--- src/rtl/clk_gate_ctrl.sv ---
// rtl/clk_gate_ctrl.sv - multi-channel idle-timeout clock gating controller
module clk_gate_ctrl #(
    parameter int NUM_CH     = 4,
    parameter int IDLE_CNT_W = 4,
    parameter int WAKE_DLY   = 2
) (
    input  logic                  clk,
    input  logic                  rst,
    input  logic [NUM_CH-1:0]     ch_req,
    input  logic [NUM_CH-1:0]     ch_busy,
    input  logic                  force_on,
    input  logic [IDLE_CNT_W-1:0] idle_limit,
    output logic [NUM_CH-1:0]     gated_clk,
    output logic [NUM_CH-1:0]     ch_ack,
    output logic [NUM_CH-1:0]     ch_off
);

    localparam int WAKE_W = $clog2(WAKE_DLY + 1);
    localparam logic [WAKE_W-1:0] WAKE_END = WAKE_W'(WAKE_DLY);

    typedef enum logic [1:0] {
        S_OFF  = 2'd0,
        S_WAKE = 2'd1,
        S_ON   = 2'd2,
        S_IDLE = 2'd3
    } state_t;

    for (genvar i = 0; i < NUM_CH; i++) begin : g_ch
        state_t                  state;
        logic [WAKE_W-1:0]       wake_cnt;
        logic [IDLE_CNT_W-1:0]   idle_cnt;
        logic                    en_q;
        logic                    ack_q;
        logic                    off_q;
        logic                    gate_lat;
        logic                    act;

        assign act = ch_req[i] | ch_busy[i];

        // Channel FSM; enable, ack and off are registered from the state being entered
        always_ff @(posedge clk or negedge rst) begin
            if (!rst) begin
                state    <= S_OFF;
                wake_cnt <= '0;
                idle_cnt <= '0;
                en_q     <= 1'b0;
                ack_q    <= 1'b0;
                off_q    <= 1'b1;
            end else begin
                case (state)
                    S_OFF: begin
                        if (act) begin
                            state    <= S_WAKE;
                            wake_cnt <= WAKE_W'(1);
                            en_q     <= 1'b1;
                            off_q    <= 1'b0;
                        end else begin
                            en_q <= force_on;
                        end
                    end
                    S_WAKE: begin
                        // A dropped request does not abort wake-up; ON handles it next
                        en_q <= 1'b1;
                        if (wake_cnt == WAKE_END) begin
                            state <= S_ON;
                            ack_q <= 1'b1;
                        end else begin
                            wake_cnt <= wake_cnt + WAKE_W'(1);
                        end
                    end
                    S_ON: begin
                        en_q <= 1'b1;
                        if (!act) begin
                            state    <= S_IDLE;
                            idle_cnt <= '0;
                        end
                    end
                    S_IDLE: begin
                        if (act) begin
                            state <= S_ON;
                            en_q  <= 1'b1;
                        end else if (idle_cnt >= idle_limit) begin
                            // >= so a limit lowered mid-idle still gates promptly
                            state <= S_OFF;
                            ack_q <= 1'b0;
                            off_q <= 1'b1;
                            en_q  <= force_on;
                        end else begin
                            idle_cnt <= idle_cnt + IDLE_CNT_W'(1);
                            en_q     <= 1'b1;
                        end
                    end
                    default: begin
                        state <= S_OFF;
                        en_q  <= force_on;
                        ack_q <= 1'b0;
                        off_q <= 1'b1;
                    end
                endcase
            end
        end

        // Gate latch: follows enable only while clk is low so the AND never chops a pulse
        always_latch begin
            if (!rst) begin
                gate_lat <= 1'b0;
            end else if (!clk) begin
                gate_lat <= en_q;
            end
        end

        assign gated_clk[i] = gate_lat & clk;
        assign ch_ack[i]    = ack_q;
        assign ch_off[i]    = off_q;
    end

endmodule

--- config.mk ---
export PLATFORM = sky130hd
export DESIGN_NAME = clk_gate_ctrl
export DESIGN_NICKNAME = d
export VERILOG_FILES = /design/src/rtl/clk_gate_ctrl.sv
export SDC_FILE = /design/constraint.sdc
export NUM_CORES = 1
export LEC_CHECK = 0
export CAP_MARGIN = 20
export CORE_ASPECT_RATIO = 0.5
export CORE_UTILIZATION = 45
export CTS_CLUSTER_DIAMETER = 30
export DETAILED_ROUTE_END_ITERATION = 10
export RECOVER_POWER = 25
export SYNTH_ARGS = -nofsm -noshare
export SYNTH_HDL_FRONTEND = slang
export SYNTH_SLANG_ARGS = --single-unit
--- constraint.sdc ---
create_clock -name clk -period 4.85 [get_ports clk]
set_input_delay 0.7275 -clock clk [delete_from_list [all_inputs] [get_ports clk]]
set_output_delay 0.7275 -clock clk [all_outputs]
set_load 0.005 [all_outputs]
==> results of run 1 <==
## Yosys cell counts (all sizes together) (2+ instances only)
master   instances
ha              40
nand4            5
dfstp            4
nor2b            4
clkbuf           8
a31oi            3
nor3            10
and2             9
dfrtp           40
nand2b           3
nor3b            5
or4              3
or3b             2
o211ai          19
o221ai           4
or3              3
a21o             3
nor2            21
o2bb2ai          2
mux2i            5
nand2           31
a22o             7
a21oi           25
nand3           38
mux2             3
buf             12
o21a             2
or2              5
dlxtp            4
o31a             2
o21ai           19
o31ai            3
inv             26
## power groups by stage
| stage | combinational, uW | sequential [uW] | clock, uW |
|---|---|---|---|
| after floorplan | 842 | 628 | 19.7 |
| after global placement | 992 | 653 | 52.4 |
| final | 1080 | 664 | 1110 |
| after detailed placement | 1060 | 664 | 52.4 |
| after global routing | 1230 | 690 | 1170 |
| after CTS | 1080 | 661 | 1130 |
## worst paths after layout
| check | start | end | slack (ps) | depth (start not counted) |
|---|---|---|---|---|
| max reg2reg | g_ch[0].en_q | g_ch[0].gate_lat | 2000 | 1 |
| max in group asynchronous | rst | g_ch[1].ack_q | 2480 | 3 |
| max in group gated | rst | clock gate | 1840 | 5 |
| min in group clk | g_ch[2].en_q | g_ch[2].gate_lat | 450 | 1 |
| min | rst | clock gate | 360 | 5 |
| min in group asynchronous | rst | g_ch[0].wake_cnt[1] | 720 | 2 |
| min reg2reg | g_ch[2].en_q | g_ch[2].gate_lat | 450 | 1 |
| max | g_ch[1].gate_lat | gated_clk[1] | 160 | 2 |
## registers in the layout, indices dropped and copies added (netlist names)
register	cells
g_ch.ack_q	4
g_ch.off_q	4
g_ch.idle_cnt	16
g_ch.state	8
g_ch.en_q	4
g_ch.gate_lat	4
g_ch.wake_cnt	8
## cells in the final DEF (no fill, tap or decap), types with 4 or more instances in the layout
cell type and count:
mux2i_1 5, nor3_1 10, nand2_1 31, o211ai_1 17, a22o_1 7, o221ai_1 4, clkbuf_16 23, inv_1 26
dfrtp_1 40, or2_2 5, dfstp_2 4, dlxtp_1 4, clkdlybuf4s50_1 25, nand4_1 5, a21oi_1 24, nand3_1 38
and2_1 9, nor2_1 20, nor2b_1 4, ha_1 40, o21ai_0 16
## critical path: stages (launching register included)
cell and delay (ps):
dlxtp_1 300, and2_1 140, clkdlybuf4s50_1 500
## kinds of logic after synthesis
kind of cell | after synthesis | share of synthesized area, %
AO/OA/AOI/OAI | 99 | 20.4
adder cells (fa/ha/maj) | 40 | 14.6
buffers and inverters | 46 | 6.11
flip-flops | 44 | 32.4
latches | 4 | 1.76
multiplexers | 8 | 2.45
AND/OR/NAND/NOR | 144 | 22.3
## layout make-up
type	count	share of cell area (%)
Multi-Input combinational cell	291	47.3
Timing Repair Buffer	28	6.08
Clock buffer	27	14.2
Sequential cell	48	27.0
Clock inverter	1	0.405
Tap cell	96	2.78
Inverter	26	2.26
## per-stage QoR
stage	utilization [%]	power, uW	worst slack [ps]	hold WS, ps
floorplan	-	1490	1290	-1700
global placement	50.4	1700	826	-1260
detailed placement	50.4	1770	818	-1250
CTS	58.9	2870	136	220
global route	58.8	3090	76.4	470
finish	58.8	2850	155	361
## routing by layer
layer / up-vias / track usage, %
li1: 1474 / -
met1: 1493 / 27.7
met2: 86 / 37.8
met3: 16 / 13.8
met4: 0 / 13.1
met5: - / 0
## timing repair
action,4_1_cts,5_1_grt
setup endpoints to repair,0,0
endpoints found under the hold margin,1,0
setup buffers,0,0
hold buffers,3,0
==> metrics.md, run 1 <==
| Metric | Value |
|---|---|
| Outcome | finished, violations left |
| Failing checks | DRC |
| Post-synth top area share | 29.3% |
| Peak fanout along the critical path | 1 |
| Die Area | 7970 um^2 |
| Fin. Hold Viols | 0 |
| First-pass GRT wire length | 14,500 um |
| CTS tree | yes |
| Fin area | 4320 um^2 |
| LEAKAGE | 0.00188 uW |
| Area of the multi-input gates | 2040 um^2 |
| Vias per cell | 5.94 |
| Initial Utilization | 46.5% |
| Avg Cell Area, Syn | 8.88 um^2 |
| ANT cells | 0 |
| Cell Int Power | 1810 uW |
| Wl on met1 | 3840 um |
| DIE WIDTH | 125 um |
| Vias in the first global route | 3,111 |
| Leading area contributor after synthesis | dfrtp_1 |
| Clk pin slew, worst setup/hold paths | 30 ps |
| Fin. max-slew vios | 0 |
| Initial antenna violation count | 0 |
| Total Wirelength | 8300 um |
| EDFF count, synth | 0 |
| Share of cells above drive strength 1 | 12.1% |
| Syn Std Cell Area | 3420 um^2 |
| Clk pwr share | 39.0% |
| Netlist cell types | 59 |
| Flip-flop and latch count after synthesis | 48 |
| Synth area leaders | dfrtp_1, ha_1, nand3_1, o211ai_1, a21oi_1 |
| Pwr per Cell Area | 659 nW/um^2 |
| WL met2 | 3910 um |
| Rel. slew slack | 10.3% |
| Clk_skew | 75.2 ps |
| Maximum vdd ir drop | 0.242 mV |
| Combinational fraction of design power | 37.7% |
| Vias post-DR | 3,069 |
| P&R area growth vs syn | 26.5% |
| Final Setup Violations | 0 |
| FFs w/ async S/R, synth | 91.7% |
| Worst Path Required | 4120 ps |
| Core Region | 7350 um^2 |
| Unrepaired setup endpoints after global routing | no |
| Total GRT Usage | 24.7% |
| Max Cap Viol | 0 |
| DIE HEIGHT | 63.6 um |
| Post-DP HPWL | 5490 um |
| Post-Layout Cell Count | 517 |
| Ys Warns | 0 |
| Residual DRC | 4 |
| I/O Buffers | 26 |
| GPL Wtd Cong | 0.806 |
| Main flop type after synthesis | dfrtp_1 |
| Uppermost routed layer | met4 |
| Met3 routed WL | 438 um |
| Crit Path Category | latch to output port |
| Switching Fraction | 36.6% |
| Syn Nets | 440 |
| Ports | 27 |
| Sequential share of power | 23.3% |
| Setup TNS | 0 ps |
| Routed wire per std cell | 16.1 um |
| Cells after DPL | 490 |
| Synth Instances | 385 |
| Initial DRC Count | 171 |
| Crit path DAT | 3970 ps |
| Actual slew at the worst max-slew pin | 1350 ps |
| CTS resizes | 0 |
| Nets | 477 |
| Worst-skew pair later-pin latency | 590 ps |
| Row cnt | 22 |
| Post-DP Area | 3700 um^2 |
| Register area | 1170 um^2 |
| Total gr overflow | 0 |
| Hold Path Class | input port to clock gate |
| Worst setup EP type | output port |
| ANT nets after route | 0 |
| DR pass1 iterations | 10 |
| Crit start category | latch |
| Sw Pwr | 1040 uW |
| Largest net degree at the start of global routing | 24 |
| Fillers | 602 |
Power figures use the tool's default switching activity.
==> run 2: changes to the inputs <==
- SETUP_SLACK_MARGIN: not set -> 0.1
==> run 2 against run 1 <==
Via count rose by 0.23%. Total power hardly changed. Final cell count is the same. Routed wire length hardly changed. Highest routed layer unchanged. Largest cell class unchanged. Register-to-register slack about the same. Non-clock buffer count unchanged. The flow still finishes with violations (DRC). Combinational power is essentially flat. Sequential power about the same. Design area hardly changed.
==> metrics.md, run 2 (synthesis results as in run 1) <==
| Metric | Value |
|---|---|
| Outcome | finished, violations left |
| P&R area growth vs syn | 26.5% |
| Post-DP Area | 3700 um^2 |
| Row cnt | 22 |
| Cell Int Power | 1810 uW |
| Top flop regs | g_ch.idle_cnt x16, g_ch.state x8, g_ch.wake_cnt x8 |
| ANT cells | 0 |
| Fin. Hold Viols | 0 |
| R2R Path End | g_ch[0].gate_lat |
| First-pass GRT wire length | 14,500 um |
| Crit-path max cell delay | 500 ps |
| Pwr per Cell Area | 658 nW/um^2 |
| Critical path origin | g_ch[1].gate_lat |
| Combinational fraction of design power | 37.8% |
| Post-DP HPWL | 5490 um |
| Largest register by flop count | g_ch.idle_cnt |
| Final Setup Violations | 0 |
| Fin area | 4330 um^2 |
| M2 GR Usage | 37.8% |
| Crit start category | latch |
| DR pass1 iterations | 10 |
| Crit-path cells | and2_1 > clkdlybuf4s50_1 |
| Max reg flops | 16 |
| ANT nets after route | 0 |
| Peak fanout along the critical path | 1 |
| FF-to-FF path depth | 1 |
| Critical Path Slowest Stage Cell | clkdlybuf4s50_1 |
| R2r setup slk | 2000 ps |
| Failing checks | DRC |
| Residual DRC | 4 |
| Critical Path End | gated_clk[1] |
| Share of cells above drive strength 1 | 12.1% |
| Met1 GRT Util | 27.7% |
| Ports | 27 |
| Crit path DAT | 3970 ps |
| Sw Pwr | 1040 uW |
| I/O Buffers | 26 |
| LEAKAGE | 0.00189 uW |
| Max Cap Viol | 0 |
| Worst Path Required | 4120 ps |
| Setup TNS | 0 ps |
| Initial DRC Count | 171 |
| Nets | 477 |
| Sequential share of power | 23.3% |
| Total GRT Usage | 24.7% |
| Fin. max-slew vios | 0 |
| Hold Path Class | input port to clock gate |
| Met3 Resource Use GR | 13.8% |
| Switching Fraction | 36.6% |
| Rel. slew slack | 9.46% |
| Core Util, Final | 58.9% |
| Vias in the first global route | 3,111 |
| Routed wire per std cell | 16.1 um |
| Post-Layout Cell Count | 517 |
| Vias per cell | 5.95 |
| Total gr overflow | 0 |
| GPL Wtd Cong | 0.806 |
| Initial antenna violation count | 0 |
| Reg-to-Reg Start | g_ch[0].en_q |
| Die Area | 7970 um^2 |
| Initial Utilization | 46.5% |
| Total Wirelength | 8310 um |
| Crit Path Category | latch to output port |
| GRT busiest layer | met2 |
| Actual slew at the worst max-slew pin | 1360 ps |
| CTS tree | yes |
| Worst setup EP type | output port |
| Core Region | 7350 um^2 |
| DIE HEIGHT | 63.6 um |
| Largest net degree at the start of global routing | 24 |
| Worst-skew pair later-pin latency | 590 ps |
| Clk_skew | 75.3 ps |
| Vias post-DR | 3,076 |
| Cells after DPL | 490 |
| Clk pin slew, worst setup/hold paths | 30 ps |
| DIE WIDTH | 125 um |
| Maximum vdd ir drop | 0.241 mV |
| Most frequent cells in the layout | ha_1, dfrtp_1, nand3_1 |
| Unrepaired setup endpoints after global routing | no |
| Clk pwr share | 38.9% |
run 2: cell types whose count changed in the layout (fill, tap and decap cells not counted):
| cell | change |
|---|---|
| dlymetal6s2s_1 | +1 |
| clkdlybuf4s50_1 | -1 |
run 2: cell type report:
cell class | count | area, um^2
fill | 601 | 3020
clock inverter | 1 | 17.5
tap | 96 | 120
clock buffer | 27 | 618
multi-input combinational | 291 | 2040
sequential | 48 | 1170
timing repair buffer | 28 | 263
inverter | 26 | 97.6
run 2: what timing repair did:
action | 4_1_cts | 5_1_grt
gates resized for setup | 0 | 1
setup endpoints to repair | 0 | 2
hold buffers | 3 | 0
setup buffers | 0 | 0
hold endpoints to repair | 1 | 0
run 2: critical path, delay by kind of cell (launching register included):
kind / cells / cell delay (ps)
simple gates: 1 / 140
latches: 1 / 300
buf+inv: 1 / 500
run 2: worst min path at each step:
| stage | end | depth (start not counted) | from |
|---|---|---|---|
| after floorplan | clock gate | 0 | rst |
| after global placement | clock gate | 2 | rst |
| after detailed placement | clock gate | 2 | rst |
| after CTS | clock gate | 5 | rst |
| after global routing | g_ch[3].gate_lat | 1 | g_ch[3].en_q |
| final | clock gate | 5 | rst |
run 2: power by group through the flow:
stage | clock (uW) | combinational (uW) | sequential (uW)
global route | 1170 | 1230 | 690
global placement | 52.4 | 992 | 653
CTS | 1130 | 1080 | 661
floorplan | 19.7 | 842 | 628
detailed placement | 52.4 | 1060 | 664
finish | 1110 | 1080 | 664
run 2: metrics by stage:
stage / worst slack, ps / power, uW / hold WS [ps]
floorplan: 1290 / 1490 / -1700
global placement: 826 / 1700 / -1260
detailed placement: 818 / 1770 / -1250
CTS: 136 / 2870 / 220
global route: 107 / 3090 / 470
finish: 154 / 2850 / 376
run 2: routing by layer:
| metal | wire length, um | share of wire [%] |
|---|---|---|
| met1 | 3870 | 47 |
| met2 | 3910 | 47 |
| met3 | 413 | 5.0 |
| met4 | 111 | 1.3 |
| met5 | 0 | 0 |
==> run 3: changes to the inputs <==
- CORE_UTILIZATION: 45 -> 50
- PLACE_DENSITY: not set -> 0.7
- SLEW_MARGIN: not set -> 20
==> run 3 against run 2 <==
The flow now finishes without violations. First-iteration DRC count up 22%. Die area down 9.8%. Utilization up 9.6 points. Final cell count down 1.2%. Critical path type is now clock port to output port. Largest power group unchanged.
==> metrics.md, run 3 (synthesis results as in run 1) <==
| Metric | Value |
|---|---|
| Post-DP HPWL | 5200 um |
| Maximum vdd ir drop | 0.318 mV |
| R2r setup slk | 1990 ps |
| Hold Path Class | input port to clock gate |
| Routed wire per std cell | 17.1 um |
| Fin. max-slew vios | 0 |
| Setup TNS | 0 ps |
| # Post-CTS Setup Buffers | 0 |
| Cell Int Power | 1830 uW |
| Crit start category | clock port |
| Actual slew at the worst max-slew pin | 1440 ps |
| First-pass GRT wire length | 15,400 um |
| CTS tree | yes |
| DIE WIDTH | 119 um |
| Crit-path max cell delay | 260 ps |
| Unrepaired setup endpoints after global routing | no |
| Most repeated library cell on the critical path | clkbuf_16 |
| Crit path DAT | 3760 ps |
| Core Region | 6330 um^2 |
| Most frequent cells in the layout | ha_1, dfrtp_1, nand3_1 |
| Top flop regs | g_ch.idle_cnt x16, g_ch.state x8, g_ch.wake_cnt x8 |
| Total Wirelength | 8760 um |
| Die Area | 7190 um^2 |
| Max reg flops | 16 |
| Clk_skew | 78.0 ps |
| I/O Buffers | 26 |
| Final Setup Violations | 0 |
| Pwr per Cell Area | 671 nW/um^2 |
| LEAKAGE | 0.00193 uW |
| ANT nets after route | 0 |
| Total GRT Usage | 31.3% |
| Initial Utilization | 54.0% |
| Critical path's top delay family | buffers and inverters |
| Switching Fraction | 37.2% |
| Clk pwr share | 39.6% |
| Residual DRC | 0 |
| Initial DRC Count | 208 |
| Initial antenna violation count | 0 |
| Bufs and invs on worst path | 8 |
| Vias post-DR | 3,112 |
| P&R area growth vs syn | 26.8% |
| Fin. Hold Viols | 0 |
| Peak fanout along the critical path | 2 |
| Fillers | 477 |
| Nets | 476 |
| Largest net degree at the start of global routing | 27 |
| Worst Path Required | 4120 ps |
| Crit-path cells | clkbuf_16 > clkbuf_16 > clkbuf_16 > clkbuf_16 > clkbuf_16 > clkbuf_16 > clkbuf_16 > and2_1 > dlygate4sd2_1 |
| Crit Path Category | clock port to output port |
| Share of cells above drive strength 1 | 11.8% |
| DR pass1 iterations | 5 |
| Ports | 27 |
| Core Util, Final | 68.4% |
| Rel. slew slack | 4.17% |
| DIE HEIGHT | 60.5 um |
| Max Cap Viol | 0 |
| ANT cells | 0 |
| GPL Wtd Cong | 0.768 |
| Worst setup EP type | output port |
| Vias per cell | 6.09 |
| Critical Path Slowest Stage Cell | dlygate4sd2_1 |
| Total gr overflow | 0 |
| Sw Pwr | 1080 uW |
| Vias in the first global route | 3,106 |
| Worst-skew pair later-pin latency | 600 ps |
| Largest register by flop count | g_ch.idle_cnt |
| Row cnt | 20 |
| Combinational fraction of design power | 37.6% |
| Sequential share of power | 22.9% |
| Outcome | finished clean |
## run 3: repair_timing
item | in CTS | in global routing
setup endpoints to repair | 2 | 6
endpoints found under the hold margin | 1 | 0
cloned | 0 | 0
hold buffers | 3 | 0
resized for setup | 1 | 3
## run 3: power groups by stage
stage	Combinational (uW)	Sequential [uW]	Clock, uW
after detailed placement	1050	663	52.4
after CTS	1080	661	1180
after floorplan	842	628	19.7
after global routing	1230	687	1220
final	1090	665	1150
after global placement	986	654	52.4
## run 3: cell type report
| class | count | area (um^2) | share of cell area, % |
|---|---|---|---|
| Timing Repair Buffer | 27 | 255 | 5.89 |
| Clock buffer | 30 | 643 | 14.8 |
| Inverter | 26 | 97.6 | 2.25 |
| Multi-Input combinational cell | 291 | 2040 | 47.2 |
| Tap cell | 88 | 110 | 2.54 |
| Clock inverter | 1 | 17.5 | 0.404 |
| Sequential cell | 48 | 1170 | 26.9 |
## run 3: final timing paths
path,startpoint,depth (start not counted),end
worst min-delay path,rst,4,clock gate
min in group asynchronous,rst,2,g_ch[2].en_q
worst max-delay path,clk,9,gated_clk[3]
worst min register to register,g_ch[1].en_q,1,g_ch[1].gate_lat
min in group clk,g_ch[1].en_q,1,g_ch[1].gate_lat
max in group gated,rst,4,clock gate
worst max register to register,g_ch[3].en_q,1,g_ch[3].gate_lat
max in group asynchronous,rst,3,g_ch[1].state[0]
## run 3: routing by layer
metal  global-route usage, %  vias up  routed length [um]
met1                    34.5     1502                3860
met3                    18.8       31                 523
met2                    44.5      103                4110
met4                    25.5        0                 257
met5                   0.625        -                   0
li1                        -     1476                   -
## run 3: per-stage QoR
step	instances	cell area [um^2]	worst slack [ps]	hold WS (ps)	power, uW
2_1_floorplan	385	3420	1290	-1700	1490
3_3_place_gp	481	3690	826	-1410	1690
3_5_place_dp	481	3690	816	-1400	1760
4_1_cts	511	4330	125	84.2	2920
5_1_grt	511	4330	325	441	3140
6_report	511	4330	362	428	2910
